## src/rtl/dii_packet_arbiter.sv

```systemverilog
// Packet-granular round-robin arbiter merging N DII input channels onto one
// output through a 2-entry registered FIFO.

module dii_packet_arbiter_lane (
   input  logic        sel,
   input  logic        locked,
   input  logic        space,
   input  logic        in_valid,
   input  logic        in_last,
   input  logic [15:0] in_data,
   output logic        in_ready,
   output logic        xfer,
   output logic [16:0] word
);
   assign in_ready = sel & locked & space;
   assign xfer     = in_ready & in_valid;
   // Masked so the top can OR all lanes into the granted flit.
   assign word     = sel ? {in_last, in_data} : 17'd0;
endmodule

module dii_packet_arbiter #(
   parameter int N     = 1,
   parameter int PTR_W = (N > 1) ? $clog2(N) : 1
) (
   input  logic              clk,
   input  logic              rst_n,
   input  logic [N*16-1:0]   in_data,
   input  logic [N-1:0]      in_last,
   input  logic [N-1:0]      in_valid,
   output logic [N-1:0]      in_ready,
   output logic [15:0]       out_data,
   output logic              out_last,
   output logic              out_valid,
   input  logic              out_ready,
   output logic [PTR_W-1:0]  grant,
   output logic              busy
);
   typedef enum logic {IDLE, LOCKED} state_t;

   state_t           state_q, state_d;
   logic [PTR_W-1:0] rr_ptr_q, rr_ptr_d;
   logic [PTR_W-1:0] grant_q, grant_d;
   logic             busy_q, busy_d;
   logic [1:0]       cnt_q, cnt_d;
   logic [16:0]      head_q, head_d;
   logic [16:0]      tail_q, tail_d;

   logic             locked, space, enq, deq;
   logic [16:0]      enq_word;
   logic [PTR_W-1:0] sel_idx;
   logic [N-1:0]     lane_xfer;
   logic [16:0]      lane_word [N];

   assign locked = (state_q == LOCKED);
   // Full FIFO can still accept when the head leaves in the same cycle.
   assign space  = (cnt_q != 2'd2) | out_ready;
   assign deq    = (cnt_q != 2'd0) & out_ready;
   assign enq    = |lane_xfer;

   for (genvar i = 0; i < N; i++) begin : g_lane
      dii_packet_arbiter_lane u_lane (
         .sel      (grant_q == PTR_W'(i)),
         .locked   (locked),
         .space    (space),
         .in_valid (in_valid[i]),
         .in_last  (in_last[i]),
         .in_data  (in_data[16*i +: 16]),
         .in_ready (in_ready[i]),
         .xfer     (lane_xfer[i]),
         .word     (lane_word[i])
      );
   end

   always_comb begin
      enq_word = 17'd0;
      for (int i = 0; i < N; i++) enq_word = enq_word | lane_word[i];
   end

   // Scan downward so the closest requester after rr_ptr wins.
   always_comb begin
      int idx;
      sel_idx = rr_ptr_q;
      idx     = 0;
      for (int k = N - 1; k >= 0; k--) begin
         idx = (int'(rr_ptr_q) + k) % N;
         if (in_valid[idx]) sel_idx = PTR_W'(idx);
      end
   end

   always_comb begin
      state_d  = state_q;
      rr_ptr_d = rr_ptr_q;
      grant_d  = grant_q;
      busy_d   = busy_q;
      case (state_q)
         IDLE: begin
            if (|in_valid) begin
               state_d = LOCKED;
               grant_d = sel_idx;
               busy_d  = 1'b1;
            end
         end
         LOCKED: begin
            if (enq && enq_word[16]) begin
               state_d  = IDLE;
               busy_d   = 1'b0;
               rr_ptr_d = (grant_q == PTR_W'(N - 1)) ? '0 : grant_q + PTR_W'(1);
            end
         end
         default: state_d = IDLE;
      endcase
   end

   always_comb begin
      cnt_d  = cnt_q;
      head_d = head_q;
      tail_d = tail_q;
      case ({enq, deq})
         2'b10: begin
            if (cnt_q == 2'd0) head_d = enq_word;
            else               tail_d = enq_word;
            cnt_d = cnt_q + 2'd1;
         end
         2'b01: begin
            head_d = tail_q;
            cnt_d  = cnt_q - 2'd1;
         end
         2'b11: begin
            if (cnt_q == 2'd1) head_d = enq_word;
            else begin
               head_d = tail_q;
               tail_d = enq_word;
            end
         end
         default: ;
      endcase
   end

   always_ff @(posedge clk or negedge rst_n) begin
      if (!rst_n) begin
         state_q  <= IDLE;
         rr_ptr_q <= '0;
         grant_q  <= '0;
         busy_q   <= 1'b0;
         cnt_q    <= 2'd0;
         head_q   <= 17'd0;
         tail_q   <= 17'd0;
      end else begin
         state_q  <= state_d;
         rr_ptr_q <= rr_ptr_d;
         grant_q  <= grant_d;
         busy_q   <= busy_d;
         cnt_q    <= cnt_d;
         head_q   <= head_d;
         tail_q   <= tail_d;
      end
   end

   assign out_valid = (cnt_q != 2'd0);
   assign out_data  = head_q[15:0];
   assign out_last  = head_q[16];
   assign grant     = grant_q;
   assign busy      = busy_q;
endmodule

```

## config.mk

```make
export PLATFORM = sky130hd
export DESIGN_NAME = dii_packet_arbiter
export DESIGN_NICKNAME = d
export VERILOG_FILES = /design/src/rtl/dii_packet_arbiter.sv
export SDC_FILE = /design/constraint.sdc
export NUM_CORES = 1
export LEC_CHECK = 0
export CAP_MARGIN = 25
export CORE_ASPECT_RATIO = 0.75
export CORE_UTILIZATION = 46
export CTS_BUF_LIST = sky130_fd_sc_hd__clkbuf_4 sky130_fd_sc_hd__clkbuf_8
export CTS_CLUSTER_DIAMETER = 120
export DETAILED_ROUTE_END_ITERATION = 8
export GPL_TIMING_DRIVEN = 0
export PLACE_DENSITY = 0.81
export SETUP_SLACK_MARGIN = 0.2
export SLEW_MARGIN = 5
export SYNTH_ARGS = -nofsm -noshare
export SYNTH_HDL_FRONTEND = slang
export SYNTH_SLANG_ARGS = --single-unit
```

## constraint.sdc

```tcl
create_clock -name clk -period 2.1 [get_ports clk]
set_input_delay 0.42 -clock clk [delete_from_list [all_inputs] [get_ports clk]]
set_output_delay 0.42 -clock clk [all_outputs]
set_load 0.01 [all_outputs]
```

==> results of run 1 <==
==> worst max-delay path, delay by kind of cell (launching register included) <==
kind	cells	cell delay, ns
compound gates	3	0.43
fa+ha+maj	2	0.32
flops	1	0.43
buf+inv	5	0.51
simple gates	2	0.22
==> placed cells by master (no fill, tap or decap), types with 2 or more instances in the layout <==
master and count:
a21oi_4 2, a22o_1 2, a22oi_2 16, buf_4 14
buf_6 2, clkbuf_1 2, clkbuf_8 6, clkdlybuf4s50_1 36
dfrtp_1 38, dlygate4sd2_1 3, ha_4 5, inv_2 5
mux2_2 6, mux2_4 11, nand2_1 20, nand2_2 2
o21a_1 2, o21ai_0 2, o21ai_1 16, xnor2_1 2
==> cells by family (layout without fill, tap and decap cells) <==
kind of cell	after synthesis	count (layout)	share of synthesized area
AND/OR/NAND/NOR	27	27	0.0652
XOR/XNOR	2	2	0.0101
other	1	1	0.00217
AO/OA/AOI/OAI	42	42	0.160
buffers and inverters	15	75	0.0500
multiplexers	17	17	0.111
adder cells (fa/ha/maj)	7	7	0.0507
flip-flops	38	38	0.551
==> sequential cells by signal, indices dropped and copies added, names as in the netlist <==
register  flops
head_q       17
cnt_q         2
tail_q       17
locked        1
busy          1
==> routing by layer <==
metal | up-vias | part of all wire | routed length, µm | global-route usage
met5 | - | 0 | 0 | 0
met4 | 0 | 0.013 | 56 | 0.0882
met3 | 6 | 0.044 | 194 | 0.0562
met2 | 44 | 0.52 | 2300 | 0.366
met1 | 725 | 0.42 | 1850 | 0.271
li1 | 641 | - | - | -
==> power groups by stage <==
stage	logic, µW	clock network (µW)	registers [µW]
after floorplan	976	0	1330
after global placement	1590	0	1280
after detailed placement	1630	0	1310
after CTS	1730	495	1300
after global routing	2120	531	1370
final	1980	491	1330
==> final cells by class <==
type	count	area, µm²	area share
buffer	8	73.8	0.0281
clock buffer	6	82.6	0.0314
inverter	7	28.8	0.0110
multi-input combinational	96	911	0.347
sequential	38	951	0.362
tap	50	62.6	0.0238
timing repair buffer	54	518	0.197
==> timing repair <==
| item | CTS | global route |
|---|---|---|
| setup buffers | 4 | 9 |
| gates cloned | 0 | 1 |
| hold endpoints to repair | 0 | 0 |
| setup endpoints to repair | 36 | 34 |
| resized for setup | 14 | 24 |
| pin swaps | 1 | 18 |
==> final timing paths <==
| path | endpoint | slack (ns) | cells past startpoint |
|---|---|---|---|
| worst max-delay path | head_q[12] | 0.05 | 12 |
| worst min-delay path | tail_q[5] | 0.23 | 1 |
| worst max register to register | head_q[12] | 0.05 | 12 |
| worst min register to register | head_q[10] | 0.49 | 2 |
| max in group asynchronous | tail_q[8] | 1.34 | 1 |
| min in group clk | head_q[10] | 0.49 | 2 |
==> per-stage QoR <==
step	setup WS [ns]	instance area (µm²)	setup TNS, ns	util
detailed placement	-0.439	2310	-10.67	0.674
floorplan	0.0531	1850	0	-
global placement	-0.405	2310	-17.56	0.675
finish	0.0491	2630	0	0.768
global route	-0.0287	2630	-0.152	0.768
CTS	0.0510	2450	0	0.716
==> results summary, run 1 <==
The flow ran to the end, and the final reports show no timing, DRC or antenna violations. The H-tree generated during clock tree synthesis spans 2 levels. For this design the total switching power over the nets is 1360 µW. In this run, post-CTS hold repair placed 0 buffers. The maximum clock frequency came out at 488 MHz. The reg-to-reg critical path startpoint is cnt_q[1]. Buffers inserted during clock tree synthesis total 5.

The largest stage delay on the critical path came out at 0.43 ns. The average size of a mapped cell came out at 11.6 µm². The TritonCTS clock tree is done. In the final layout, the share of cells above drive strength 1 is 0.378.

Counting distinct cell types in the post-synthesis netlist gives 24. CTS placed an instance of clkbuf_8 at the clock tree root. The number of hold violations in the final report came out at 0. The number of enable-type register cells in the synthesized netlist came out at 0. The final setup violation count is 0.

Pin placement for this block handled 42 I/O pins. The part of the power in combinational logic is 0.521. The cell count after placement came out at 239. The number of DRC violations after detailed routing came out at 0.

The core box area is 3420 µm². The number of pins with negative max-slew slack in the final report is 0. For this design the static power due to leakage is 0.00113 µW. The required time at the endpoint of the critical path is 2.25 ns.

The die outline area is 4010 µm². The area growth from synthesis to layout came out at 52.2%. The switching part of the total is 0.358. The maximum ir drop on the vdd rail came out at 831 µV. The total inserted antenna cells is 0. The number of nets in the synthesized netlist is 177.

The count of nets left with antenna violations after detail routing came out at 0. The height of the chip is 55.1 µm. The internal cell power is 2440 µW. The wire length of the first global-routing pass came out at 6310 µm.

Dividing the detail-routed wire length by the instance count gives 17.0 µm. The most used flip-flop cell after synthesis is dfrtp_1. CTS saw 38 sinks. The critical path startpoint category is a register. Setup repair after global routing could not meet its margin everywhere.

For the final database, setup skew stands at 0.00700 ns. The part of the power in registers came out at 0.349. For this design, the slowest cell found on the critical path is dfrtp_1. Wires add up to 4400 µm. Before antenna repair, the detailed router went through 4 iterations. The initial core utilization is 0.504. The data arrival time at the worst-slack endpoint is 2.20 ns. The register clock-pin slew on the reported worst setup and hold paths came out at 0.07 ns. The tool flagged a number of max-cap violations equal to 0. In this run the worst setup path begins at cnt_q[1]. The time the worst path needs with I/O delays and setup came out at 2.05 ns.

In this run the tool buffered the top-level ports with 40 buffer cells. The total track usage is 0.217. At the pin with the least slew margin, the transition time is 0.836 ns. Sorting the synthesized cells by how often they occur yields dfrtp_1 (38), nand2_1 (22), a22oi_1 (17), mux2_2 (14), o21ai_1 (11).

The number of filler cells placed in the layout came out at 220. The worst setup path is captured at a register. The via count of the first global-routing pass is 1349. Dividing the detail-routed via count by the number of cells gives 5.47. The synthesized instance count is 149. Power spread over the standard cell area amounts to 1440 nW/µm². Counting flops with an async set or reset pin after synthesis yields a share of 1.00. The final layout net count is 238. The number of synthesized register bits is 38.

Walking the worst path, the cells encountered are inv_2 > ha_4 > inv_2 > nand2_4 > inv_4 > ha_2 > nor2b_1 > o21a_1 > buf_6 > buf_12 > a22oi_2 > o21ai_1. Among the stages of the critical path, the cell type that occurs most often is inv_2. In this run the worst path has a maximum fanout of 10. The count of vias placed by the detailed router came out at 1416. At the end of routability-driven placement, the weighted congestion stood at 0.803. The initial antenna violation count came out at 0. The period utilization came out at 0.977.

The width of the die is 72.7 µm. The relative slew slack is 0.443. The top cell type's share of synthesized area came out at 0.551. The clock passes through at most 2 buffers. The total chip power came out at 3800 µW. After synthesis, the cell types taking the most area are dfrtp_1 (55%), mux2_2 (9.1%), a22oi_1 (7.4%), ha_1 (5.1%), nand2_1 (4.8%). Detailed placement ended at an HPWL of 2690 µm. The tightest hold path in the finished design has a slack of 0.234 ns.

The share of the Yosys chip area taken by registers is 0.551. After the first detailed-routing iteration, the DRC count stood at 71. The Yosys step of the flow raised 0 warnings. The worst hold path belongs to the class input pin to async pin. Of the total power, the clock network draws 0.129. For the worst-skew pair, the clock arrives at the later sink with an insertion delay of 0.28 ns. The cell taking the most area after synthesis is dfrtp_1. The overall overflow remaining after global route is 0.

The most repeated cell in the gate-level netlist after synthesis is dfrtp_1. The pin count of the biggest net entering global routing came out at 39. The standard-cell row count is 18. The final standard cell count with taps included and fillers excluded is 259.

The start-to-end type of the worst setup path is register to register. The synthesized cell area came out at 1730 µm².
Power figures use the tool's default switching activity.
==> run 2, diff against run 1 <==
--- a/config.mk
+++ b/config.mk
@@ -9,3 +9,3 @@
 export CORE_ASPECT_RATIO = 0.75
-export CORE_UTILIZATION = 46
+export CORE_UTILIZATION = 28
 export CTS_BUF_LIST = sky130_fd_sc_hd__clkbuf_4 sky130_fd_sc_hd__clkbuf_8
@@ -14,3 +14,3 @@
 export GPL_TIMING_DRIVEN = 0
-export PLACE_DENSITY = 0.81
+export PLACE_DENSITY = 0.55
 export SETUP_SLACK_MARGIN = 0.2
==> constraint.sdc (replaced) <==
create_clock -name clk -period 2.1 [get_ports clk]
set_input_delay 0.21 -clock clk [delete_from_list [all_inputs] [get_ports clk]]
set_output_delay 0.21 -clock clk [all_outputs]
set_load 0.01 [all_outputs]
==> results summary, run 2 (synthesis results as in run 1) <==
The total chip power is 4050 µW (+6.7%). The switching part of the total is 0.342 (-0.0162). The via count of the first global-routing pass is 1410 (+4.5%). The count of vias placed by the detailed router came out at 1370 (-3.2%). The critical path in this run is classified as register to register.

The total iterations of the first detailed-routing run was 4 (unchanged). Setup repair after global routing could not meet its margin everywhere. The clock insertion delay at the later pin of the skew report is 0.29 ns (about the same). The number of DRC violations after detailed routing came to 0 (unchanged). The weighted congestion reported at the end of routability-driven placement came out at 0.688 (-14%). The count of nets left with antenna violations after detail routing is 0 (unchanged). The maximum level of the CTS H-tree is 2 (unchanged). The required time at the endpoint of the critical path came out at 2.27 ns (+0.02 ns).

The maximum fanout along the worst path came out at 10 (unchanged). The library cells used most frequently in the layout, excluding fill and tap cells, are dfrtp_1 (38), clkdlybuf4s50_1 (37), nand2_1 (20). The total routed wirelength was 4310 µm (-2.1%). The kind of cell with the highest combined delay along the critical path is flip-flops. The core box area came out at 5890 µm² (+72%). The met1 usage in global routing was 0.208 (-0.0635). The register clock-pin slew on the reported worst setup and hold paths came to 0.08 ns (about the same). The number of buffers and inverters on the critical path is 2 (-3).

The global routing met3 resource utilization is 0.0403 (-0.0159). In the final layout, the registers with the most flip-flops are head_q x17, tail_q x17, cnt_q x2. The per-cell routed wire length is 14.6 µm (-14%). The maximum ir drop on the vdd rail came to 410 µV (-51%). The share of power burned in the clock network is 0.151 (+0.022). The initial antenna violation count is 0 (unchanged). The power per standard cell area came to 1420 nW/µm² (-1.6%). The clock root buffer master is clkbuf_8. The pin count of the biggest net entering global routing came out at 24 (-38%). The I/O pin count came out at 42 (unchanged). The initial core utilization is 0.293 (-0.211).

The maximum clock frequency is 478 MHz (-2.0%). The total track usage is 0.144 (-0.0724). The final setup violation count came out at 0 (unchanged).

The largest stage delay on the critical path came out at 0.43 ns (about the same). The number of pins with negative max-slew slack in the final report came out at 0 (unchanged). The global-route met2 utilization came to 0.211 (-0.155).

The part of the power in combinational logic is 0.526 (+0.005). The path class of the tightest hold or removal check is input pin to async pin. The total inserted antenna cells came out at 0 (unchanged). The final layout net count came out at 244 (+2.5%).

The critical path startpoint category is a register. The worst register-to-register path begins at cnt_q[1]. The number of port buffers is 40 (unchanged). The die outline area is 6490 µm² (+62%). The number of hold violations in the final report came to 0 (unchanged). The area growth from synthesis to layout came out at 64.9%. The clock skew came out at 0.00585 ns (-0.00114 ns). The number of design-rule violations left by the first detailed-router iteration was 36 (-49%). The wire length of the first global-routing pass came out at 7140 µm (+13%).

The width of the die came out at 92.7 µm (+27%). The critical path goes through ha_4 > a21oi_4 > and2_4 > buf_6 > ha_4 > o21ai_4 > a21oi_4 > buf_12 > mux2_4. The time the worst path needs with I/O delays and setup came to 2.09 ns (+0.0414 ns). The period utilization is 0.996 (+0.0197). The internal cell power came out at 2660 µW (+9.4%). The minimum setup slack among reg-to-reg paths is 0.008 ns (-0.04 ns). The height of the chip came out at 70.0 µm (+27%). The leakage component of the power came to 0.00123 µW (+8.9%). The TritonCTS buffer count came out at 5 (unchanged).

The number of maximum-capacitance violations is 0 (unchanged). The detailed-placement wirelength estimate came out at 2760 µm (+2.5%). The buffer depth of the longest clock path is 2 (unchanged). The switching power was 1390 µW (+1.9%). The post-layout worst setup margin was 0.00771 ns (-0.0414 ns). The critical path capture point type is a register. For this design, the slowest cell found on the critical path is dfrtp_1. The startpoint of the worst setup timing path is cnt_q[1]. The data arrival time at the worst-slack endpoint is 2.27 ns (+0.07 ns). The run finished with clean final reports. The pre-CTS setup slack is -0.260 ns (+0.179 ns). The part of the power in registers was 0.323 (-0.026). The global routing stage identified its most utilized layer as met2. The overall overflow remaining after global route is 0 (unchanged). The number of sinks on the clock net came out at 38 (unchanged).

The post-detailed-route via-to-cell ratio is 4.64 (-15%). TritonCTS built the clock tree. The standard-cell row count is 24 (+6). Leaving out fill and tap cells, the most frequent cell in the layout is dfrtp_1. The share of cells above drive strength 1 came out at 0.415 (+0.0368).
[run 2: path summary, 6_finish.rpt]
check,endpoint,cells past startpoint
worst max-delay path,tail_q[5],9
worst min-delay path,head_q[16],2
worst max register to register,tail_q[5],9
worst min register to register,head_q[8],2
max in group asynchronous,tail_q[5],3
min in group clk,head_q[8],2
[run 2: power by group through the flow]
stage               Combinational [µW]  Sequential, µW  Clock [µW]
floorplan                          976            1330           0
global placement                  1630            1280           0
detailed placement                1650            1290           0
CTS                               2030            1310         631
global route                      2310            1360         667
finish                            2130            1310         610
[run 2: metrics by stage]
step	hold WS (ns)	instance area (µm²)	std cells	utilization	TNS [ns]
2_1_floorplan	-0.0856	1850	149	-	0
3_3_place_gp	0.469	2350	267	0.399	-10.53
3_5_place_dp	0.151	2360	268	0.401	-4.53
4_1_cts	0.383	2780	291	0.472	0
5_1_grt	0.429	2850	295	0.484	-0.727
6_report	0.382	2850	295	0.484	0
[run 2: layer usage]
metal,vias to the layer above,wire length (µm)
li1,655,-
met1,684,2160
met2,26,1930
met3,5,172
met4,0,46
met5,-,0
[run 2: repair_timing]
item                                    4_1_cts  5_1_grt
pin swaps                                    28       10
cloned                                        1        0
hold buffers                                  1        0
gates resized for setup                      47       14
endpoints found under the setup margin       34       35
setup buffers                                13        4
endpoints found under the hold margin        15        0
[run 2: final cells by class]
| type | count | area (µm²) |
|---|---|---|
| Sequential cell | 38 | 951 |
| Clock inverter | 3 | 40.0 |
| Fill cell | 560 | 3040 |
| Multi-Input combinational cell | 96 | 957 |
| Timing Repair Buffer | 60 | 616 |
| Clock buffer | 5 | 68.8 |
| Inverter | 7 | 36.3 |
| Tap cell | 78 | 97.6 |
| Buffer | 8 | 81.3 |
==> run 3, diff against run 2 <==
- CAP_MARGIN: 25 -> unset
==> results of run 3 <==
Final layout, timing and power as in run 2 (identical DEF).
